## src/rtl/pipe_pkg.sv

```systemverilog
// pipe_pkg: shared state type and constants for pipe_stage_reg.
package pipe_pkg;
   typedef enum logic [1:0] {EMPTY, ONE, FULL} stage_state_e;
   localparam logic [31:0] RESET_PC_DEF = 32'h0000_3000;
   localparam logic [31:0] NOP_INSTR    = 32'h0000_0000;
endpackage

```

## src/rtl/pipe_stage_entry.sv

```systemverilog
// pipe_stage_entry: load-enable register with asynchronous clear to a reset value.
module pipe_stage_entry #(
   parameter int           W   = 32,
   parameter logic [W-1:0] RST = '0
) (
   input  logic         clk,
   input  logic         reset,
   input  logic         i_load,
   input  logic [W-1:0] i_d,
   output logic [W-1:0] o_q
);
   logic [W-1:0] r_q;
   always_ff @(posedge clk or posedge reset)
      if (reset) r_q <= RST;
      else if (i_load) r_q <= i_d;
   assign o_q = r_q;
endmodule

```

## src/rtl/pipe_stage_reg.sv

```systemverilog
// pipe_stage_reg: valid/ready pipeline stage with 2-entry skid buffer and flush.
// Optional stall/bubble counters are built when PIPE_STAGE_STATS_EN is defined.
module pipe_stage_reg
   import pipe_pkg::*;
#(
   parameter int              DATA_W   = 128,
   parameter int              PC_W     = 32,
   parameter logic [PC_W-1:0] RESET_PC = PC_W'(RESET_PC_DEF)
) (
   input  logic              clk,
   input  logic              reset,
   input  logic              flush,
   input  logic              in_valid,
   output logic              in_ready,
   input  logic [PC_W-1:0]   in_pc,
   input  logic [DATA_W-1:0] in_data,
   output logic              out_valid,
   input  logic              out_ready,
   output logic [PC_W-1:0]   out_pc,
   output logic [DATA_W-1:0] out_data
`ifdef PIPE_STAGE_STATS_EN
   ,
   output logic [31:0]       stat_stall,
   output logic [31:0]       stat_bubble
`endif
);
   localparam int W = PC_W + DATA_W;
   stage_state_e r_state, w_next;
   logic         r_out_valid, r_in_ready, w_accept, w_fire, w_load_main, w_load_skid;
   logic [W-1:0] w_main_d, w_main_q, w_skid_q;

   assign w_accept = in_valid && r_in_ready;
   assign w_fire   = r_out_valid && out_ready;
   assign w_main_d = (r_state == FULL) ? w_skid_q : {in_pc, in_data};

   always_comb begin
      w_next      = r_state;
      w_load_main = 1'b0;
      w_load_skid = 1'b0;
      if (flush) w_next = EMPTY;
      else case (r_state)
         EMPTY: if (w_accept) begin
            w_next      = ONE;
            w_load_main = 1'b1;
         end
         ONE: if (w_accept && w_fire) w_load_main = 1'b1;
         else if (w_accept) begin
            w_next      = FULL;
            w_load_skid = 1'b1;
         end
         else if (w_fire) w_next = EMPTY;
         FULL: if (w_fire) begin
            w_next      = ONE;
            w_load_main = 1'b1;
         end
         default: w_next = EMPTY;
      endcase
   end

   // Handshake outputs are registered copies of the next-state decode.
   always_ff @(posedge clk or posedge reset)
      if (reset) begin
         r_state     <= EMPTY;
         r_out_valid <= 1'b0;
         r_in_ready  <= 1'b1;
      end else begin
         r_state     <= w_next;
         r_out_valid <= (w_next != EMPTY);
         r_in_ready  <= (w_next != FULL);
      end

   pipe_stage_entry #(.W(W), .RST({RESET_PC, {DATA_W{1'b0}}})) u_main (
      .clk(clk), .reset(reset), .i_load(w_load_main), .i_d(w_main_d), .o_q(w_main_q)
   );
   pipe_stage_entry #(.W(W), .RST('0)) u_skid (
      .clk(clk), .reset(reset), .i_load(w_load_skid), .i_d({in_pc, in_data}), .o_q(w_skid_q)
   );

   assign in_ready  = r_in_ready;
   assign out_valid = r_out_valid;
   assign out_pc    = w_main_q[W-1:DATA_W];
   assign out_data  = r_out_valid ? w_main_q[DATA_W-1:0] : {DATA_W{1'b0}};

`ifdef PIPE_STAGE_STATS_EN
   logic [31:0] r_stall, r_bubble;
   always_ff @(posedge clk or posedge reset)
      if (reset) begin
         r_stall  <= '0;
         r_bubble <= '0;
      end else begin
         if (r_out_valid && !out_ready && ~&r_stall) r_stall <= r_stall + 32'd1;
         if (!r_out_valid && ~&r_bubble) r_bubble <= r_bubble + 32'd1;
      end
   assign stat_stall  = r_stall;
   assign stat_bubble = r_bubble;
`endif
endmodule

```

## config.mk

```make
export PLATFORM = sky130hd
export DESIGN_NAME = pipe_stage_reg
export DESIGN_NICKNAME = d
export VERILOG_FILES = /design/src/rtl/pipe_pkg.sv /design/src/rtl/pipe_stage_entry.sv /design/src/rtl/pipe_stage_reg.sv
export SDC_FILE = /design/constraint.sdc
export NUM_CORES = 1
export LEC_CHECK = 0
export BUFFER_PORTS_ARGS = -buffer_cell sky130_fd_sc_hd__buf_2
export CAP_MARGIN = 20
export CORE_ASPECT_RATIO = 0.8
export CORE_MARGIN = 2
export CORE_UTILIZATION = 55
export CTS_CLUSTER_SIZE = 24
export DETAILED_ROUTE_END_ITERATION = 7
export GPL_TIMING_DRIVEN = 0
export PLACE_DENSITY_LB_ADDON = 0.15
export REMOVE_ABC_BUFFERS = 1
export SYNTH_ARGS = -nofsm -noshare
export SYNTH_HDL_FRONTEND = slang
export SYNTH_SLANG_ARGS = --single-unit
```

## constraint.sdc

```tcl
create_clock -name clk -period 13.7 [get_ports clk]
set_clock_uncertainty 0.1 [all_clocks]
set_input_delay 1.37 -clock clk [delete_from_list [all_inputs] [get_ports clk]]
set_output_delay 1.37 -clock clk [all_outputs]
set_load 0.1 [all_outputs]
```

# Word-level counts from Yosys, hierarchy flattened

Cells that the tools add are included.

Eq/ne operators: 3
Muxes and demuxes: 17
Reduce and logical (&&, ||, !) cells: 5

Operators with widths:

| kind               | number |
|---|---|
| $mux 160           | 1 |
| $mux 128           | 1 |
| $mux 2             | 6 |
| $mux 1             | 7 |
| $pmux 2 s3         | 1 |
| $logic_and 1x1->1  | 3 |
| $pmux 1 s3         | 1 |
| $eq 2x1->1 const B | 1 |
| $eq 2x2->1 const B | 1 |
| $logic_not 2->1    | 1 |
| $ne 2x2->1 const B | 1 |
| $reduce_bool 2->1  | 1 |

Flip-flop bits (word level): 324
Output and inout bits: 162

# Longest topological paths before layout

Gate-level depths: netlist of the first run.

Depth after elaboration: 7
Depth in mapped cells: 5

# Modules after synthesis

Synthesis of the first run repeated with hierarchy kept, for this count alone.

Cell total of the unflattened synthesis: 1,358
Area total of the unflattened synthesis: 15,837.7 µm²

Modules (own cells, without submodules):

| module                     | times used | cells an instance | area an instance (µm²) |
|---|---|---|---|
| pipe_stage_entry at u_main | 1          | 339               | 6,352.3 |
| pipe_stage_entry at u_skid | 1          | 339               | 6,349.8 |
| pipe_stage_reg             | 1          | 680               | 3,135.5 |

# Worst setup path before layout of the first run

No wires, ideal clock.

Path type: register to output
Start: register r_out_valid (netlist: out_valid)
End: output port out_data[100]
Arrival time: 2,289 ps
Required time: 12,230 ps
Slack: 9,941 ps
Cell stages (with the launch flop): 4
Path buffers: 2
Cells stage by stage: dfrtp_1 clkbuf_1 clkbuf_1 and2_1

Word-level cells in the longest chain between the ends: 1

Ends and longest elaborated chain:

| item                   | RTL line             | source |
|---|---|---|
| from (decl)            | pipe_stage_reg.sv:29 | `logic r_out_valid, r_in_ready, w_accept, w_fire, w_load_main, w_load_skid;` |
| from (signal assigned) | pipe_stage_reg.sv:68 | `r_out_valid <= (w_next != EMPTY);` |
| $mux 128               | pipe_stage_reg.sv:82 | `assign out_data = r_out_valid ? w_main_q[DATA_W-1:0] : {DATA_W{1'b0}};` |
| to (decl)              | pipe_stage_reg.sv:20 | `output logic [DATA_W-1:0] out_data` |

No other way between the ends.

# Final worst setup path of the first run

Start: register r_out_valid (netlist: out_valid)
End: output port out_data[105]

Same word-level chain as after synthesis.

==> run summary, run 1 <==
Post-CTS Hold Fix Bufs - 0
Post-Synth Simple-Gate Area - 5.87%
Routed Wire Length - 32000 um
Final min period - 3710 ps
Area Growth Syn to Fin - 21.8%
WHS - 382 ps
Yosys warns - 0
Actual slew at the worst max-slew pin - 743 ps
Worst path cell trace - buf_16 -> and2_1 -> buf_2
FMAX - 270 MHz
Endpoints failing setup - 0
Final instance area - 18400 um2
Vias in the first global route - 9762
Most frequent cells in the layout - 400 x mux2_2, 326 x buf_2, 320 x dfrtp_1
HP Class - reg -> reg
Final Hold Fails - 0
Status - finished clean
Pins Over Slew Limit - 0
Clock sinks - 324
Drt pass-1 iters - 4
Mapped Cells - 1049
All-Layer GR Usage - 22.4%
Reg clk slew, reported paths - 60 ps
Post-Syn Area - 15100 um2
Share of cells above drive strength 1 - 60.0%
Crit Path Category - reg -> out
CTS max path bufs - 3
Die area - 28800 um2
Num rows - 54
Post-synth top area share - 53.3%
Total power - 3.75 mW
H-tree level count - 2
Worst Path Required - 12230 ps
P_leak - 8.44 nW
CTS resizes - 0
TritonCTS Buffers - 34
Sequential area share after synthesis - 53.8%
Final Util - 67.8%
Setup bufs post-CTS - 0
DIE HEIGHT - 152 um
Crit path DAT - 2240 ps
Critical path buffers and inverters - 2
Starting Density - 55.7%
CP max FO - 99
Root Driver - clkbuf_16
Power Dens Cells - 204 nW/um2
Slowest cell on crit path - dfrtp_4
Total number of vias - 9061
Most common cell after layout, fill and taps aside - mux2_2
CTS tree - built
Area fraction in compound gates after synthesis - 0.348%
Initial drt markers - 339
Core area - 27100 um2
Nets@finish - 1509
Largest family of logic cells by synthesized area - multiplexers
Delay of the slowest critical-path stage - 680 ps
Post-synth cell types - 25
Tcrit/Tclk final - 27.1%
#FFs+latches synth - 324
Antenna Nets Post-Route - 0
Cell family with most CP delay - buffers and inverters
Mean Syn Cell Area - 14.4 um2
I/O pins - 327
Max_slew headroom - 50.3%
Dpl cell area - 17300 um2
Total gr overflow - 0
Area leader, netlist - dfrtp_1
CP Capture Type - primary output
Setup slack, reg-to-reg - 10650 ps
CP Launch Type - flip-flop
Synth top area cells - dfrtp_1 53%, mux2_2 30%, mux2_1 6.0%
Global-route wire length before repair - 51900 um
PortBufs - 326
Max VDD drop - 155 uV
RePlAce Congestion - 0.743
Number of remaining DRC errors - 0
Post-Synth Adder-Cell Area - 0%
Clock Latency Late Sink - 490 ps
Multiplexer area fraction after synthesis - 35.8%
Die X - 189 um
Setup WS pre-CTS - 9920 ps
Max-cap violations - 0
Setup slack after layout - 9990 ps
Post-DP HPWL - 21900 um
RSZ-0062 raised after global routing - false
WL/cell - 18.4 um
Drt via density - 5.22
Largest net degree at the start of global routing - 128
Initial antenna violation count - 8
Xor/xnor cell area share of the yosys netlist - 0%
[final timing paths]
path                                      start               to  depth (start not counted)
min in group asynchronous                 reset   u_skid.o_q[18]                          2
worst min register to register  u_skid.o_q[140]  u_skid.o_q[140]                          1
worst max register to register        out_valid  u_main.o_q[138]                          7
max in group asynchronous                 reset   u_skid.o_q[76]                          3
worst min-delay path            u_skid.o_q[140]  u_skid.o_q[140]                          1
worst max-delay path                  out_valid    out_data[105]                          3
[Yosys cell counts]
master and n:
nand2b_1 1, buf_2 35, a21oi_1 1, a21o_1 1, nand3b_1 2, mux2_2 400, mux2_1 80, buf_4 36
a221oi_2 1, a21bo_2 1, nand2_1 2, nand4b_1 2, dfstp_2 3, o21ai_0 1, nand4_1 1, buf_1 2
and2_1 128, clkbuf_1 15, and4b_1 1, nor2b_1 1, buf_6 10, a221o_1 1, dfrtp_1 321, nor3_4 1
inv_1 2
[final cells by class]
cell class,instances,area [um2]
clock inverter,7,37.5
timing repair buffer,357,2300
antenna,5,12.5
fill,2020,8720
sequential,324,8120
multi-input combinational,625,6360
clock buffer,51,1070
tap,364,455
inverter,2,15.0
[report_power, final]
group | leakage [nW] | switching, mW | internal [mW]
logic | 4.02 | 0.918 | 0.433
registers | 3.87 | 0.167 | 1.32
clock network | 0.550 | 0.367 | 0.538
[metrics by stage]
step | cells | TNS (ps)
detailed placement | 1672 | 0
floorplan | 951 | 0
finish | 1735 | 0
global route | 1733 | 0
CTS | 1730 | 0
global placement | 1641 | -633790
[layer usage]
metal | global-route usage [%] | vias to the layer above | share of wire [%]
li1 | - | 4253 | -
met4 | 6.29 | 8 | 2.3
met5 | 0 | - | 0.16
met3 | 6.84 | 62 | 8.1
met1 | 29.9 | 4490 | 43
met2 | 35.6 | 248 | 47
[cells by family (layout without fill, tap and decap cells)]
group / Yosys count / after routing
flops: 324 / 324
mux: 480 / 480
compound gates: 6 / 6
other cells: 0 / 5
buf+inv: 100 / 417
simple gates: 139 / 139
[flip-flops by register name, indices dropped and copies added (netlist names)]
register	cells
in_ready	1
u_skid.o_q	160
r_state	2
u_main.o_q	160
out_valid	1
Note: power is estimated with default switching activity, not from simulation.
==> inputs of run 2 (changes only) <==
==> constraint.sdc (replaced) <==
create_clock -name clk -period 3.42 [get_ports clk]
set_clock_uncertainty 0.1 [all_clocks]
set_input_delay 0.342 -clock clk [delete_from_list [all_inputs] [get_ports clk]]
set_output_delay 0.342 -clock clk [all_outputs]
set_load 0.1 [all_outputs]
==> run 2 against run 1 <==
Against the previous run:
- first-iteration DRC count fell by 9.7%
- global-route usage is 1.3 points higher
- cell count rose by 9.2%
- worst setup slack worse by 9600 ps
- largest power group unchanged
==> run summary, run 2 (synthesis results as in run 1) <==
Status - finished clean
Drt pass-1 iters - 4
P_leak - 9.11 nW
CP Capture Type - flip-flop
Initial drt markers - 306
Starting Density - 55.7%
Share of cells above drive strength 1 - 53.6%
Setup slack, reg-to-reg - 410 ps
Worst r2r dst - u_main.o_q[149]
Total power - 15.2 mW
DIE HEIGHT - 152 um
Crit Path Category - reg -> reg
Root Driver - clkbuf_16
Die area - 28800 um2
Number of remaining DRC errors - 0
PortBufs - 326
CTS max path bufs - 3
Max_slew headroom - 49.4%
Setup crit end - u_main.o_q[149]
Most common cell after layout, fill and taps aside - mux2_2
RSZ-0062 raised after global routing - false
Final Hold Fails - 0
All-Layer GR Usage - 23.7%
I/O pins - 327
Tcrit/Tclk final - 88.1%
Setup slack after layout - 408 ps
Worst Path Required - 3700 ps
CTS resizes - 0
Die X - 189 um
Clock sinks - 324
Final instance area - 20000 um2
Setup crit start - out_valid
Endpoints failing setup - 0
Post-CTS Hold Fix Bufs - 161
Worst R2R Start - out_valid
Largest net degree at the start of global routing - 128
Initial antenna violation count - 3
WL/cell - 17.7 um
CP Launch Type - flip-flop
Post-DP HPWL - 21900 um
Vias in the first global route - 10863
H-tree level count - 2
Power Dens Cells - 761 nW/um2
Drt via density - 5.13
Setup WS pre-CTS - 338 ps
Final Util - 73.7%
WHS - 19.5 ps
Hold Crit Depth - 2
Actual slew at the worst max-slew pin - 757 ps
RePlAce Congestion - 0.743
Final min period - 3010 ps
Routed Wire Length - 33600 um
HP Class - in -> reg
Most frequent cells in the layout - 400 x mux2_2, 326 x buf_2, 320 x dfrtp_1
TritonCTS Buffers - 34
Pins Over Slew Limit - 0
Num rows - 54
Setup bufs post-CTS - 0
Max-cap violations - 0
Nets@finish - 1670
Area Growth Syn to Fin - 32.4%
R2R cell count - 7
Global-route wire length before repair - 55400 um
Clock Latency Late Sink - 500 ps
Max VDD drop - 629 uV
FMAX - 332 MHz
Crit path DAT - 3290 ps
Total number of vias - 9707
Reg clk slew, reported paths - 60 ps
Total gr overflow - 0
Core area - 27100 um2
CP max FO - 99
Dpl cell area - 17300 um2
CTS tree - built
Antenna Nets Post-Route - 0
run 2: cell count changes in the layout (fill, tap and decap cells not counted):
cell	change
dlygate4sd3_1	+161
diode_2	-2
run 2: power breakdown:
| part | leakage, nW | internal (mW) | total (mW) | switching (mW) |
|---|---|---|---|---|
| clock network | 0.550 | 2.15 | 3.63 | 1.47 |
| registers | 3.87 | 5.31 | 5.99 | 0.683 |
| logic | 4.69 | 1.86 | 5.58 | 3.72 |
| total | 9.11 | 9.32 | 15.2 | 5.88 |
run 2: cell type report:
| type | count | area [um2] |
|---|---|---|
| multi-input combinational | 625 | 6360 |
| fill | 1809 | 7120 |
| clock inverter | 7 | 37.5 |
| tap | 364 | 455 |
| inverter | 2 | 15.0 |
| timing repair buffer | 518 | 3920 |
| sequential | 324 | 8120 |
| antenna | 3 | 7.51 |
| clock buffer | 51 | 1070 |
run 2: worst min path at each step:
stage                        start        endpoint  slack [ps]
detailed placement  u_skid.o_q[49]  u_skid.o_q[49]         370
CTS                    in_data[82]  u_skid.o_q[82]        0.09
floorplan                    flush       out_valid         310
finish                 in_data[82]  u_skid.o_q[82]          20
global route           in_data[82]  u_skid.o_q[82]         0.5
global placement    u_skid.o_q[20]  u_skid.o_q[20]         360
run 2: metrics by stage:
step	setup TNS [ps]	instances
3_5_place_dp	0	1672
3_3_place_gp	-6418780	1641
4_1_cts	0	1891
6_report	0	1894
2_1_floorplan	-3562110	951
5_1_grt	0	1894
run 2: per-layer routing:
layer  routed length, um  track usage (%)  part of all wire [%]  vias up
met3                2360             6.14                   7.0       62
met5                   0                0                     0        -
met1               14200             30.3                    42     4818
met4                 851             7.22                   2.5        0
li1                    -                -                     -     4574
met2               16200             39.7                    48      253
run 2: worst max-delay path, stage by stage (launching register included):
cell,delay (ps)
dfrtp_4,680
buf_16,320
nand2_1,200
a221oi_4,630
buf_8,240
buf_8,180
buf_16,170
mux2_2,350
==> inputs of run 3 (changes only) <==
--- a/config.mk
+++ b/config.mk
@@ -9,7 +9,7 @@
 export CAP_MARGIN = 20
 export CORE_ASPECT_RATIO = 0.8
 export CORE_MARGIN = 2
-export CORE_UTILIZATION = 55
+export CORE_UTILIZATION = 50
 export CTS_CLUSTER_SIZE = 24
 export DETAILED_ROUTE_END_ITERATION = 7
 export GPL_TIMING_DRIVEN = 0
==> constraint.sdc (replaced) <==
create_clock -name clk -period 2.7 [get_ports clk]
set_clock_uncertainty 0.1 [all_clocks]
set_input_delay 0.27 -clock clk [delete_from_list [all_inputs] [get_ports clk]]
set_output_delay 0.27 -clock clk [all_outputs]
set_load 0.1 [all_outputs]
==> run 3 against run 2 <==
Against the previous run:
- first-iteration DRC count rose by 6.5%
- die area rose by 9.8%
- wire length rose by 1.9%
- cell count rose by 2.5%
- core utilization fell by 5.4 points
- critical path type unchanged
- critical endpoint is now u_main.o_q[69]
- largest power group unchanged
==> run summary, run 3 (synthesis results as in run 1) <==
Clock sinks - 324
Footprint of the multi-input gates - 6360 um2
Max VDD drop - 665 uV
Area Growth Syn to Fin - 33.7%
TritonCTS Buffers - 35
Actual slew at the worst max-slew pin - 836 ps
Final instance area - 20200 um2
P_leak - 9.18 nW
Tcrit/Tclk final - 93.0%
Share of cells above drive strength 1 - 53.7%
Starting Density - 51.1%
Crit Path Category - reg -> reg
Most frequent CP cell - buf_8
Endpoints failing setup - 0
FILL cells - 2140
Worst path cell trace - nand2_1 -> a221oi_4 -> buf_8 -> buf_16 -> buf_8 -> buf_8 -> mux2_2
Critical path buffers and inverters - 4
Post-DP HPWL - 21600 um
Total gr overflow - 0
RSZ-0062 raised after global routing - false
Reg clk slew, reported paths - 60 ps
Root Driver - clkbuf_16
Cell family with most CP delay - buffers and inverters
CP Capture Type - flip-flop
FMAX - 398 MHz
Most frequent cells in the layout - 400 x mux2_2, 326 x buf_2, 320 x dfrtp_1
Dpl cell area - 17300 um2
Sequential cell area - 8120 um2
R2R cell count - 7
Initial drt markers - 326
CTS tree - built
Total power - 19.5 mW
CP max FO - 17
Worst Path Required - 2980 ps
Global-route wire length before repair - 55700 um
Routed Wire Length - 34200 um
CTS max path bufs - 3
Drt via density - 5.01
Vias in the first global route - 10539
Die X - 198 um
Slowest cell on crit path - dfrtp_4
Die area - 31600 um2
Delay of the slowest critical-path stage - 600 ps
RePlAce Congestion - 0.735
Number of remaining DRC errors - 0
Core area - 29500 um2
Antenna Nets Post-Route - 0
Status - finished clean
Clock Latency Late Sink - 520 ps
H-tree level count - 2
HP Class - in -> reg
Total number of vias - 9718
Most common cell after layout, fill and taps aside - mux2_2
WP depth - 7
Largest net degree at the start of global routing - 124
Nets@finish - 1677
All-Layer GR Usage - 21.9%
WHS - 77.4 ps
Power Dens Cells - 969 nW/um2
Crit path DAT - 2790 ps
Initial antenna violation count - 1
Final min period - 2510 ps
Hold Crit Depth - 4
Max-cap violations - 0
CP Launch Type - flip-flop
Max_slew headroom - 44.3%
Setup TNS - 0 ps
I/O pins - 327
Drt pass-1 iters - 4
WL/cell - 17.6 um
Pins Over Slew Limit - 0
PortBufs - 326
Num rows - 56
Final Hold Fails - 0
DIE HEIGHT - 159 um
run 3: worst paths after layout:
path	endpoint	from	slack, ps
max in group asynchronous	out_valid	reset	610
worst min register to register	u_skid.o_q[3]	u_skid.o_q[3]	380
worst min-delay path	out_valid	in_valid	80
min in group asynchronous	u_skid.o_q[158]	reset	410
worst max register to register	u_main.o_q[69]	out_valid	190
worst max-delay path	u_main.o_q[69]	out_valid	190
run 3: routing by layer:
metal / global-route usage [%] / up-vias / share of wire [%]
met5: 0 / - / 0
met4: 6.08 / 0 / 2.4
met3: 6.63 / 57 / 7.1
met2: 35.6 / 237 / 46
met1: 28.4 / 4853 / 45
li1: - / 4571 / -
run 3: where the power goes:
group | total (mW) | switching [mW] | leakage (nW) | internal [mW]
clock | 4.90 | 1.90 | 0.579 | 3.00
sequential | 7.55 | 0.832 | 3.87 | 6.72
combinational | 7.08 | 4.72 | 4.73 | 2.36
total | 19.5 | 7.45 | 9.18 | 12.1
run 3: through the flow:
step | setup WS (ps) | cells | util, %
finish | 188 | 1941 | 68.4
global route | 70.4 | 1941 | 68.4
CTS | 47.6 | 1939 | 68.3
detailed placement | -551 | 1713 | 58.6
global placement | -14120 | 1683 | 56.3
floorplan | -7820 | 951 | -
run 3: repair_timing:
action | 4_1_cts | 5_1_grt
hold buffers | 163 | 0
setup endpoints to repair | 293 | 17
hold endpoints to repair | 283 | 0
buffers inserted | 4 | 1
gates resized for setup | 0 | 0
pin swaps | 2 | 0
run 3: cell type report:
| cell class | count | area share, % |
|---|---|---|
| tap | 406 | 2.52 |
| multi-input combinational | 625 | 31.6 |
| clock inverter | 8 | 0.583 |
| sequential | 324 | 40.2 |
| timing repair buffer | 524 | 19.8 |
| clock buffer | 51 | 5.25 |
| antenna | 1 | 0.0124 |
| inverter | 2 | 0.0745 |
run 3: worst reg2reg max path, cell delays in order, from the launching register on:
cell and delay, ps:
dfrtp_4 600, nand2_1 180, a221oi_4 340, buf_8 240
buf_16 190, buf_8 180, buf_8 200, mux2_2 360
